--- config.mk ---
export PLATFORM = sky130hd
export DESIGN_NAME = dcs_result_packer
export DESIGN_NICKNAME = d
export VERILOG_FILES = /design/src/rtl/dcs_result_packer.sv
export SDC_FILE = /design/constraint.sdc
export NUM_CORES = 1
export LEC_CHECK = 0
export BUFFER_PORTS_ARGS = -buffer_cell sky130_fd_sc_hd__buf_2
export CAP_MARGIN = 25
export CORE_MARGIN = 2
export CORE_UTILIZATION = 55
export CTS_BUF_LIST = sky130_fd_sc_hd__clkbuf_8
export CTS_CLUSTER_DIAMETER = 40
export DETAILED_ROUTE_END_ITERATION = 7
export MAX_ROUTING_LAYER = met4
export PLACE_DENSITY = 0.71
export SLEW_MARGIN = 20
export SYNTH_ARGS = -nofsm -noshare
export SYNTH_HDL_FRONTEND = slang
export SYNTH_SLANG_ARGS = --single-unit
--- constraint.sdc ---
create_clock -name clk -period 2.45 [get_ports clk]
set_input_delay 0.1225 -clock clk [delete_from_list [all_inputs] [get_ports clk]]
set_output_delay 0.1225 -clock clk [all_outputs]
set_load 0.03 [all_outputs]
--- src/rtl/dcs_result_packer.sv ---
// DCSformer output stage: saturating requantization of result words into a two-bank
// ping-pong byte buffer drained over valid/ready. Define DCS_PACKER_ARGMAX_EN for an argmax beat.
module dcs_result_packer #(
  parameter int WORDS = 8,
  parameter int IN_W  = 32,
  parameter int OUT_W = 8,
  parameter int SHIFT = 8
) (
  input  logic             clk,
  input  logic             rst_n,
  input  logic             in_valid,
  input  logic [IN_W-1:0]  in_data,
  input  logic             out_ready,
  output logic             out_valid,
  output logic [OUT_W-1:0] out_data,
  output logic             out_last,
  output logic             ovf,
  output logic             busy
);

  localparam int            CW       = $clog2(WORDS);
  localparam logic [CW-1:0] LAST_IDX = CW'(WORDS - 1);
  localparam logic [CW-1:0] ZERO_CNT = {CW{1'b0}};

  typedef enum logic [1:0] {
    R_IDLE = 2'd0,
    R_SEND = 2'd1,
    R_IDX  = 2'd2
  } rstate_t;

  function automatic logic [OUT_W-1:0] requant(input logic [IN_W-1:0] d);
    logic [IN_W-1:0] q;
    q = d >> SHIFT;
    if (|q[IN_W-1:OUT_W]) return {OUT_W{1'b1}};
    else return q[OUT_W-1:0];
  endfunction

  logic [OUT_W-1:0] bank_r [2][WORDS];
  logic [1:0]       full_r;
  logic             wr_bank_r;
  logic             rd_bank_r;
  logic [CW-1:0]    wcnt_r;
  logic [CW-1:0]    rcnt_r;
  logic             drop_r;
  rstate_t          state_r;
  logic             out_valid_r;
  logic [OUT_W-1:0] out_data_r;
  logic             out_last_r;
  logic             ovf_r;
  logic             busy_r;
`ifdef DCS_PACKER_ARGMAX_EN
  logic [IN_W-1:0]  max_r [2];
  logic [CW-1:0]    idx_r [2];
`endif

  logic             free_s;
  logic             wr_blocked_s;
  logic             start_drop_s;
  logic             accept_s;
  logic             cap_last_s;
  logic             cur_rd_full_s;
  logic             next_rd_full_s;
  logic [1:0]       full_nxt_s;
  logic [CW-1:0]    wcnt_nxt_s;
  logic             drop_nxt_s;

  // Bank release: the accepted final beat of the vector currently draining.
  always_comb begin
`ifdef DCS_PACKER_ARGMAX_EN
    free_s = (state_r == R_IDX) && out_ready;
`else
    free_s = (state_r == R_SEND) && out_ready && (rcnt_r == LAST_IDX);
`endif
  end

  // Capture decisions; a bank freed this cycle may already take word 0 of the next vector.
  always_comb begin
    wr_blocked_s   = full_r[wr_bank_r] && !(free_s && (rd_bank_r == wr_bank_r));
    start_drop_s   = in_valid && !drop_r && (wcnt_r == ZERO_CNT) && wr_blocked_s;
    accept_s       = in_valid && !drop_r && !start_drop_s;
    cap_last_s     = accept_s && (wcnt_r == LAST_IDX);
    cur_rd_full_s  = full_r[rd_bank_r] || (cap_last_s && (wr_bank_r == rd_bank_r));
    next_rd_full_s = full_r[~rd_bank_r] || (cap_last_s && (wr_bank_r != rd_bank_r));
    full_nxt_s[0]  = (full_r[0] && !(free_s && !rd_bank_r)) || (cap_last_s && !wr_bank_r);
    full_nxt_s[1]  = (full_r[1] && !(free_s && rd_bank_r)) || (cap_last_s && wr_bank_r);
    if (in_valid) begin
      wcnt_nxt_s = (wcnt_r == LAST_IDX) ? ZERO_CNT : (wcnt_r + CW'(1));
    end else begin
      wcnt_nxt_s = wcnt_r;
    end
    if (start_drop_s) begin
      drop_nxt_s = 1'b1;
    end else if (in_valid && (wcnt_r == LAST_IDX)) begin
      drop_nxt_s = 1'b0;
    end else begin
      drop_nxt_s = drop_r;
    end
  end

  // Write side: bank storage, fill flags, word counter and drop tracking.
  always_ff @(posedge clk or negedge rst_n) begin
    if (!rst_n) begin
      for (int b = 0; b < 2; b++) begin
        for (int i = 0; i < WORDS; i++) begin
          bank_r[b][i] <= {OUT_W{1'b0}};
        end
`ifdef DCS_PACKER_ARGMAX_EN
        max_r[b] <= {IN_W{1'b0}};
        idx_r[b] <= ZERO_CNT;
`endif
      end
      full_r    <= 2'b00;
      wr_bank_r <= 1'b0;
      wcnt_r    <= ZERO_CNT;
      drop_r    <= 1'b0;
      ovf_r     <= 1'b0;
      busy_r    <= 1'b0;
    end else begin
      full_r    <= full_nxt_s;
      wcnt_r    <= wcnt_nxt_s;
      drop_r    <= drop_nxt_s;
      ovf_r     <= ovf_r || start_drop_s;
      busy_r    <= (|full_nxt_s) || (wcnt_nxt_s != ZERO_CNT) || drop_nxt_s;
      if (cap_last_s) begin
        wr_bank_r <= ~wr_bank_r;
      end
      if (accept_s) begin
        bank_r[wr_bank_r][wcnt_r] <= requant(in_data);
      end
`ifdef DCS_PACKER_ARGMAX_EN
      // Strict compare keeps the lowest index on ties.
      if (accept_s && ((wcnt_r == ZERO_CNT) || (in_data > max_r[wr_bank_r]))) begin
        max_r[wr_bank_r] <= in_data;
        idx_r[wr_bank_r] <= wcnt_r;
      end
`endif
    end
  end

  // Read FSM with registered stream outputs; looks ahead at this cycle's capture so
  // out_valid rises right after the final word is stored.
  always_ff @(posedge clk or negedge rst_n) begin
    if (!rst_n) begin
      state_r     <= R_IDLE;
      rd_bank_r   <= 1'b0;
      rcnt_r      <= ZERO_CNT;
      out_valid_r <= 1'b0;
      out_data_r  <= {OUT_W{1'b0}};
      out_last_r  <= 1'b0;
    end else if (free_s) begin
      rd_bank_r  <= ~rd_bank_r;
      rcnt_r     <= ZERO_CNT;
      out_last_r <= 1'b0;
      if (next_rd_full_s) begin
        state_r     <= R_SEND;
        out_valid_r <= 1'b1;
        out_data_r  <= bank_r[~rd_bank_r][ZERO_CNT];
      end else begin
        state_r     <= R_IDLE;
        out_valid_r <= 1'b0;
        out_data_r  <= {OUT_W{1'b0}};
      end
    end else begin
      case (state_r)
        R_IDLE: begin
          if (cur_rd_full_s) begin
            state_r     <= R_SEND;
            out_valid_r <= 1'b1;
            out_data_r  <= bank_r[rd_bank_r][ZERO_CNT];
            out_last_r  <= 1'b0;
            rcnt_r      <= ZERO_CNT;
          end
        end
        R_SEND: begin
          if (out_ready && (rcnt_r != LAST_IDX)) begin
            rcnt_r     <= rcnt_r + CW'(1);
            out_data_r <= bank_r[rd_bank_r][rcnt_r + CW'(1)];
`ifdef DCS_PACKER_ARGMAX_EN
            out_last_r <= 1'b0;
`else
            out_last_r <= ((rcnt_r + CW'(1)) == LAST_IDX);
`endif
          end
`ifdef DCS_PACKER_ARGMAX_EN
          else if (out_ready) begin
            state_r    <= R_IDX;
            out_data_r <= {{(OUT_W-CW){1'b0}}, idx_r[rd_bank_r]};
            out_last_r <= 1'b1;
          end
`endif
        end
`ifdef DCS_PACKER_ARGMAX_EN
        R_IDX: begin
          out_valid_r <= 1'b1;
        end
`endif
        default: begin
          state_r     <= R_IDLE;
          out_valid_r <= 1'b0;
          out_last_r  <= 1'b0;
        end
      endcase
    end
  end

  assign out_valid = out_valid_r;
  assign out_data  = out_data_r;
  assign out_last  = out_last_r;
  assign ovf       = ovf_r;
  assign busy      = busy_r;

endmodule

==> results by group <==
Status
  • Outcome: completed

Routing
  • # DRC: 0
  • Initial DRT Pass Iterations: 5
  • DR WL met3: 937 microns
  • Routed WL: 17,900 microns
  • Drt via density: 5.88
  • 1st-iter DRT viols: between 400 and 500
  • Total number of vias: approximately 5,700
  • Met2 WL: approximately 8700 microns
  • Uppermost layer routed: met4
  • DR WL/cell: between 15 and 20 microns
  • WL met1: 8000 microns
  • ANT nets after route: 0

Yosys
  • Async set-or-reset flop fraction in the synthesized netlist: 100%
  • Yosys top cell area share: 52.0%
  • Synth Register Bits: 151
  • Area contributors post-synth: dfrtp_1 (52%), mux2i_1 (9.1%), o21ai_0 (6.5%)
  • Mapped cell area: 0.00727 sq mm
  • Top FF cell, synth: dfrtp_1
  • Distinct cells, synth: 50
  • Syn_area_per_cell: 10.1 sq um
  • Area leader, netlist: dfrtp_1
  • Yosys warns: 0
  • Sequential element share of the synthesized area: roughly half
  • Net Count, Synth: 765
  • Gate Count Post-Synth: just over 700
  • Post-synth EDFFs: 0

Clock tree
  • Reg clk slew, reported paths: around 0.080 ns
  • Clk_lat worst skew: 0.45 ns
  • Postcts setup bufs: 0
  • CTS max path bufs: 2
  • CTS Sinks: around 150
  • CTS Root Buffer Type: clkbuf_8
  • TritonCTS buffer count: 17
  • H-tree Lvls: 4
  • CTS tree: done

Flow run
  • Max_cap viols: 0

Floorplanning
  • Initial Utilization: between 50% and 60%
  • FP Rows: 42
  • Die height: 119 microns
  • Num ports: 48
  • Chip width: approximately 120 microns
  • Die area: about 0.014 sq mm
  • Core Box Area: 0.0131 sq mm

Global route
  • GRT Total Usage: 27.7%
  • GRT overflow: 0
  • Vias in the first global route: 5,474
  • Largest net degree at the start of global routing: 68
  • First-pass GRT wire length: slightly below 30,000 microns
  • Initial antenna violation count: 0

STA
  • Setup Skew: 0.00702 ns
  • Worst slew margin: 59.5%
  • Max Fclk: 428 MHz
  • RSZ-0062 raised after global routing: no
  • Max-slew violations: 0
  • Sum Neg Setup Slack: 0 ns
  • Slew @ Worst Pin: just over 0.6 ns
  • Final Cycle Share: a little over nine tenths
  • Final setup fails: 0
  • Min Tclk post-route: 2.34 ns
  • Hold Fails Final Rpt: 0

Worst hold path
  • Hold Crit Depth: 3
  • Hold EP: rcnt_r[0]$_DFFE_PN0P_
  • Worst Hold Launch: out_ready
  • Hold Crit Class: in -> reg

Critical path
  • CP Launch Type: flop
  • R2r endpoint: out_data[5]$_DFFE_PN0P_
  • Crit path capture type: flop
  • Worst Path Required: 2.79 ns
  • R2R depth: 9
  • CP Launch Point: rcnt_r[0]$_DFFE_PN0P_
  • Worst EP arrival: 2.68 ns
  • Flop-to-flop setup slack: 0.11 ns
  • Setup CP Type: reg -> reg
  • Launch point of the worst reg-to-reg path: rcnt_r[0]$_DFFE_PN0P_
  • CP max FO: 16

Power
  • Worst ir drop on vdd: around 0.00053 V
  • Total Power: 11,500 uW
  • Pwr Density: 1380 mW/mm^2
  • P_leak: 0.00375 uW

Cells and area
  • Area grow syn2layout: 14.0%
  • Most frequent cells in the layout: dfrtp_1 (150), o21ai_0 (94), nand2_1 (91)
  • Commonest non-fill, non-tap cell in the layout: dfrtp_1
  • ANT cells: 0
  • Share of cells above drive strength 1: 19.2%
  • Final Util: 63.3%
  • # nets final: 817

Placed design
  • Hpwl dp: 12,100 microns
  • Port Buffers: 39
  • Final GP Congestion: 0.831
[flip-flops by register name, summed over array words and instances, names as in the netlist]
name	flops
bank_r	128
out_data	8
rcnt_r	3
wcnt_r	3
full_r	2
busy	1
drop_r	1
out_last	1
out_valid	1
ovf	1
rd_bank_r	1
wr_bank_r	1
[worst max path at each step]
stage	end	slack, ns	depth (start not counted)
final	out_data[5]$_DFFE_PN0P_	0.11	9
after global routing	out_data[5]$_DFFE_PN0P_	0.008	9
after CTS	out_data[2]$_DFFE_PN0P_	0.08	7
after detailed placement	out_data[2]$_DFFE_PN0P_	0.1	7
after global placement	out_data[5]$_DFFE_PN0P_	0.14	9
after floorplan	out_data[3]$_DFFE_PN0P_	0.30	8
[worst max-delay path, stage by stage, from the launching register on]
cell     delay (ns)
dfrtp_4        0.51
ha_1           0.21
ha_2           0.39
nor2b_1        0.17
buf_6          0.18
a22oi_1        0.10
buf_4          0.16
a21oi_1        0.13
nor4_1         0.07
a221o_2        0.31
[area by class of cell]
class | instances | area (sq um)
fill | 1054 | 4800
clock buffer | 20 | 275
inverter | 6 | 22.5
sequential | 151 | 3780
timing repair buffer | 85 | 629
clock inverter | 11 | 156
multi-input combinational | 514 | 3200
tap | 176 | 220
[cells in the mapped netlist (9+ instances only)]
master / number
nor2_1: 62
mux2_2: 17
mux2i_1: 66
a22oi_1: 32
nor4_1: 13
nand2_1: 91
a21oi_1: 66
buf_2: 31
dfrtp_1: 151
nand3_1: 9
o21ai_0: 94
[timing repair]
action	CTS	global route
setup endpoints to repair	0	9
hold endpoints to repair	60	0
hold buffers	2	0
gates resized for setup	0	6
[layer usage]
layer  GRT usage, %  vias up
li1               -     2674
met1           37.2     2804
met2           41.8      162
met3           5.89       27
met4           10.0        0
met5              -        -
[report_power, final]
| group | leakage, uW | internal (uW) | switching (uW) |
|---|---|---|---|
| sequential | 0.00175 | 3700 | 790 |
| combinational | 0.00178 | 2140 | 2780 |
| clock | 0.000224 | 1170 | 879 |
[cells by family after synthesis]
| group | synth area share, % |
|---|---|
| AOI/OAI and AO/OA | 17.4 |
| and+or+nand+nor | 13.1 |
| DFF | 52.0 |
| muxes | 11.9 |
| xor gates and xnor gates | 0.361 |
| adders and majority gates | 1.03 |
| buffers and inverters | 4.18 |
[per-stage QoR]
| step | instances | cell area (sq um) | hold WS [ns] | setup WS [ns] |
|---|---|---|---|---|
| finish | 963 | 8290 | 0.0284 | 0.111 |
| global route | 963 | 8290 | 0.0314 | 0.00777 |
| CTS | 963 | 8260 | 0.00254 | 0.0838 |
| detailed placement | 930 | 7810 | 0.144 | 0.0966 |
| global placement | 930 | 7810 | 0.134 | 0.142 |
| floorplan | 723 | 7270 | -0.173 | 0.300 |
(Power assumes the default switching activity.)
